File: config.mk
export PLATFORM = sky130hd
export DESIGN_NAME = sat_counter
export DESIGN_NICKNAME = d
export VERILOG_FILES = /design/src/rtl/galois_lfsr_checker_sat_counter.sv
export SDC_FILE = /design/constraint.sdc
export NUM_CORES = 1
export LEC_CHECK = 0
export ABC_AREA = 1
export CAP_MARGIN = 30
export CORE_MARGIN = 2
export CORE_UTILIZATION = 45
export DETAILED_ROUTE_END_ITERATION = 7
export GPL_TIMING_DRIVEN = 0
export PLACE_DENSITY_LB_ADDON = 0.2
export SETUP_SLACK_MARGIN = 0.05
export SLEW_MARGIN = 20
export SYNTH_ARGS = -nofsm -noshare
export SYNTH_HDL_FRONTEND = slang
export SYNTH_SLANG_ARGS = --single-unit
File: constraint.sdc
create_clock -name clk -period 4 [get_ports clk]
set_clock_uncertainty 0.1 [all_clocks]
set_input_delay 1 -clock clk [delete_from_list [all_inputs] [get_ports clk]]
set_output_delay 1 -clock clk [all_outputs]
set_load 0.1 [all_outputs]
File: src/rtl/galois_lfsr_checker_sat_counter.sv
// sat_counter: width-parameterised saturating up-counter; clear wins over increment.
module sat_counter #(
   parameter int W = 16
) (
   input  logic         clk,
   input  logic         reset,
   input  logic         inc,
   input  logic         clr,
   output logic [W-1:0] count
);
   always_ff @(posedge clk) begin
      if (reset || clr) count <= '0;
      else if (inc && !(&count)) count <= count + W'(1);
   end
endmodule

Yosys cells after proc, flatten, opt, wreduce, memory -nomap -nowiden:

Index checks and enable logic that the tools add are counted.

* flip-flop bits (word level): 16
* bits of input ports: 4
* output and inout bits: 16

* add/sub/neg operators: 1
* reductions and logical operators: 4

Operators with widths (count)
* adder 16 x 1 -> 16 bit, second input constant: 1
* AND reduction 16 bit: 1
* logical AND 1 bit: 1
* zero test 1 bit: 1
* logical OR 1 bit: 1

Logic depth before layout (Yosys ltp):

* word-level depth: 3
* mapped depth: 9
* mapped depth without buffers: 9

Worst setup path after synthesis:

Ideal clock, no wire load.

* path kind: register to register
* start: reg count[1]
* end: reg count[13]
* library setup time: 0.119 ns
* arrival time: 2.013 ns
* data required time: 3.781 ns
* slack: 1.768 ns
* cell stages (with the launch flop): 8
* path buffers: 1
* clock period less this slack: 2.232 ns
* cell sequence: dfxtp_1 -> ha_1 -> inv_1 -> nor2_4 -> nand4_4 -> buf_6 -> a21oi_1 -> nor2_1

* cells in the longest elaborated chain, start to end: 3

RTL lines
* start, declared: RTL line 9 `output logic [W-1:0] count`
* start signal, assigned: RTL line 13 `else if (inc && !(&count)) count <= count + W'(1);`
* branches (longest 3 deep; another with adder 16 x 1 -> 16 bit)

Parallel ways; which one is timed is not known.
A chain may end at the register's enable or synchronous reset.

Worst setup path after layout:

* start: reg count[7]
* end: out count[7]

No word-level cell between the ends.

==> impl_metrics.env <==
export IMPL_drt_pass1_iter_count=4
export IMPL_seq_area_frac_synth_pct=33.4
export IMPL_worstMarginPinSlew_ps=968
export IMPL_required_ps=2900
export IMPL_rows=16
export IMPL_sequentialPowerShare_pct=54.8
export IMPL_synthTopCellsByArea="dfxtp_1 (33%), nand2_1 (14%), nor2_1 (14%)"
export IMPL_postSynthAreaPerCell_um2=6.66
export IMPL_synthFlopType="dfxtp_1"
export IMPL_synth_edf_count=0
export IMPL_syn_area_um2=958
export IMPL_grt_max_degree=11
export IMPL_die_w_um=50.2
export IMPL_synth_nets=149
export IMPL_p_comb_share_pct=7.9
export IMPL_gp_congestion=0.829
export IMPL_r2r_slack_ps=2360
export IMPL_die_area_mm2=0.00252
export IMPL_path_buf_inv=1
export IMPL_power_switching_mw=0.0709
export IMPL_largest_register_ffs=16
export IMPL_portBuffers=19
export IMPL_cts_tree="done"
export IMPL_first_global_vias=915
export IMPL_filler_cell_count=189
export IMPL_insertion_delay_ps=290
export IMPL_hold_depth=2
export IMPL_dp_hpwl_um=1640
export IMPL_post_synth_top_count_cell="nand2_1"
export IMPL_whs_endpoint="count[4]$_SDFFE_PP0P_"
export IMPL_hold_violations=0
export IMPL_wl_met2_um=969
export IMPL_relSlewSlack_pct=35.3
export IMPL_setup_viol=0
export IMPL_clk_pin_slew_ps=100
export IMPL_critical_path_top_delay_family="buffers and inverters"
export IMPL_r2r_start="count[1]$_SDFFE_PP0P_"
export IMPL_synthArstFlopShare_pct=0
export IMPL_post_drt_wl_per_cell_um=10.8
export IMPL_grt_pass1_wl_um=3810
export IMPL_swShare_pct=24.1
export IMPL_viasPerCell=5.07
export IMPL_ys_types=19
export IMPL_reg2reg_depth=8
export IMPL_cp_slowest_cell="clkdlybuf4s50_1"
export IMPL_p_int_mw=0.223
export IMPL_min_period_over_period_pct=75.8
export IMPL_power_density_mw_per_mm2=241
export IMPL_dpl_worst_slack_ps=1310
export IMPL_synth_cells=144
export IMPL_largest_register="count"
export IMPL_ys_warn_count=0
export IMPL_numCtsBuffers=3
export IMPL_yosys_register_bits=16
export IMPL_postCtsHoldBufs=0
export IMPL_ir_worst_vdd_uv=178
export IMPL_clkSinkCount=16
export IMPL_fin_ws_ps=967
export IMPL_drc_errors=0
export IMPL_antenna_found_initial=0
export IMPL_track_usage_pct=19.6
export IMPL_core_area_mm2=0.00198
export IMPL_met3_length_um=58
export IMPL_ant_nets=0
export IMPL_wl_met1_um=1000
export IMPL_root_buffer="clkbuf_4"
export IMPL_via_count=983
export IMPL_cp_num_cells=1
export IMPL_leakagePower_nw=0.409
export IMPL_rsz0062_at_grt="false"
export IMPL_dieHeight_um=50.2
export IMPL_end_kind="output pin"
export IMPL_fin_crit_ps=3030
export IMPL_nets=173
export IMPL_top_layer="met4"
export IMPL_synthToLayoutAreaGrowth_pct=27.2
export IMPL_drive_gt1_share_pct=12.0
export IMPL_outcome="complete, no violations"
export IMPL_p_clk_share_pct=37.3
export IMPL_pin_count=20
export IMPL_drt_total_wl_um=2090
export IMPL_synthTopCellsByCount="nand2_1 (37), nor2_1 (35), dfxtp_1 (16)"
export IMPL_path_cells="clkdlybuf4s50_1"
export IMPL_cpPeakStageDelay_ps=1180
export IMPL_crit_fanout=7
export IMPL_post_cts_setup_buffer_count=0
export IMPL_grt_ovfl_total=0
export IMPL_worstSetupStartpointType="flop"
export IMPL_drv_cap=0
export IMPL_drt_iter0_markers=16
export IMPL_cts_resized=0
export IMPL_initial_utilization_pct=48.4
export IMPL_arrival_ps=1930
export IMPL_hp_start="count[4]$_SDFFE_PP0P_"
export IMPL_diodes=0
export IMPL_max_freq_ghz=0.330
export IMPL_min_path_type="reg -> reg"
export IMPL_synth_top_area_share_pct=33.4
export IMPL_clk_path_buf_depth=2
export IMPL_timing_rr_end="count[1]$_SDFFE_PP0P_"
export IMPL_tns_ps=0
export IMPL_maxSlewViolCount=0
export IMPL_htreeDepth=1
export IMPL_reg_top3="count x16"
export IMPL_criticalPathCategory="reg -> out"
export IMPL_yosysTopAreaCell="dfxtp_1"
-- cell families (layout without fill, tap and decap cells) --
group	Yosys count	count (layout)	share of synthesized area, %
AOI/OAI and AO/OA	13	13	7.18
xor gates and xnor gates	1	1	0.914
adders and majority gates	1	1	1.31
buffers and inverters	11	34	5.87
DFF	16	16	33.4
and+or+nand+nor	102	102	51.3
-- cell type report --
| class | instances | area (um^2) | share of cell area (%) |
|---|---|---|---|
| multi-input combinational | 117 | 582 | 47.7 |
| sequential | 16 | 320 | 26.3 |
| timing repair buffer | 19 | 190 | 15.6 |
| clock buffer | 4 | 36.3 | 2.98 |
| inverter | 9 | 33.8 | 2.77 |
| tap | 27 | 33.8 | 2.77 |
| buffer | 2 | 22.5 | 1.85 |
-- metrics by stage --
step                util, %  hold slack [ps]  power [mW]  cells  instance area [um^2]
finish                 61.5              439       0.294    194                  1220
global route           61.5              460       0.308    194                  1220
CTS                    61.5              435       0.296    194                  1220
detailed placement     59.7              423       0.188    190                  1180
global placement       59.7              416       0.188    190                  1180
floorplan                 -              838       0.180    144                   958
-- power by group through the flow --
stage / clock, mW / combinational [mW] / sequential, mW
after floorplan: 0 / 0.00915 / 0.171
after global placement: 0 / 0.0229 / 0.165
after detailed placement: 0 / 0.0235 / 0.165
after CTS: 0.112 / 0.0235 / 0.161
after global routing: 0.121 / 0.0255 / 0.161
final: 0.110 / 0.0233 / 0.161
-- placed cells by master (no fill, tap or decap) --
cell              n
nand2_1          37
nor2_1           35
clkdlybuf4s50_1  19
dfxtp_1          16
nand3_1          11
a21oi_1          10
inv_1             9
nor2_4            5
nand2_2           4
clkbuf_4          3
buf_6             2
nand3_2           2
o21ai_0           2
nor3_1            2
nand3b_1          2
nand4_1           2
nand4_4           1
nor2_2            1
o21ai_2           1
xor2_1            1
ha_1              1
clkbuf_8          1
-- how the worst max path moves through the flow --
stage,end,start,slack (ps)
after floorplan,count[13]$_SDFFE_PP0P_,count[1]$_SDFFE_PP0P_,1770
final,count[7],count[7]$_SDFFE_PP0P_,970
after CTS,count[7],count[7]$_SDFFE_PP0P_,970
after global routing,count[7],count[7]$_SDFFE_PP0P_,900
after detailed placement,count[7],count[7]$_SDFFE_PP0P_,1310
after global placement,count[7],count[7]$_SDFFE_PP0P_,1310
-- layer usage --
metal  vias up  track usage, %
li1        508               -
met1       446            25.2
met2        22            30.9
met3         7            2.98
met4         0            11.6
met5         -               0
Note: power is estimated with default switching activity, not from simulation.
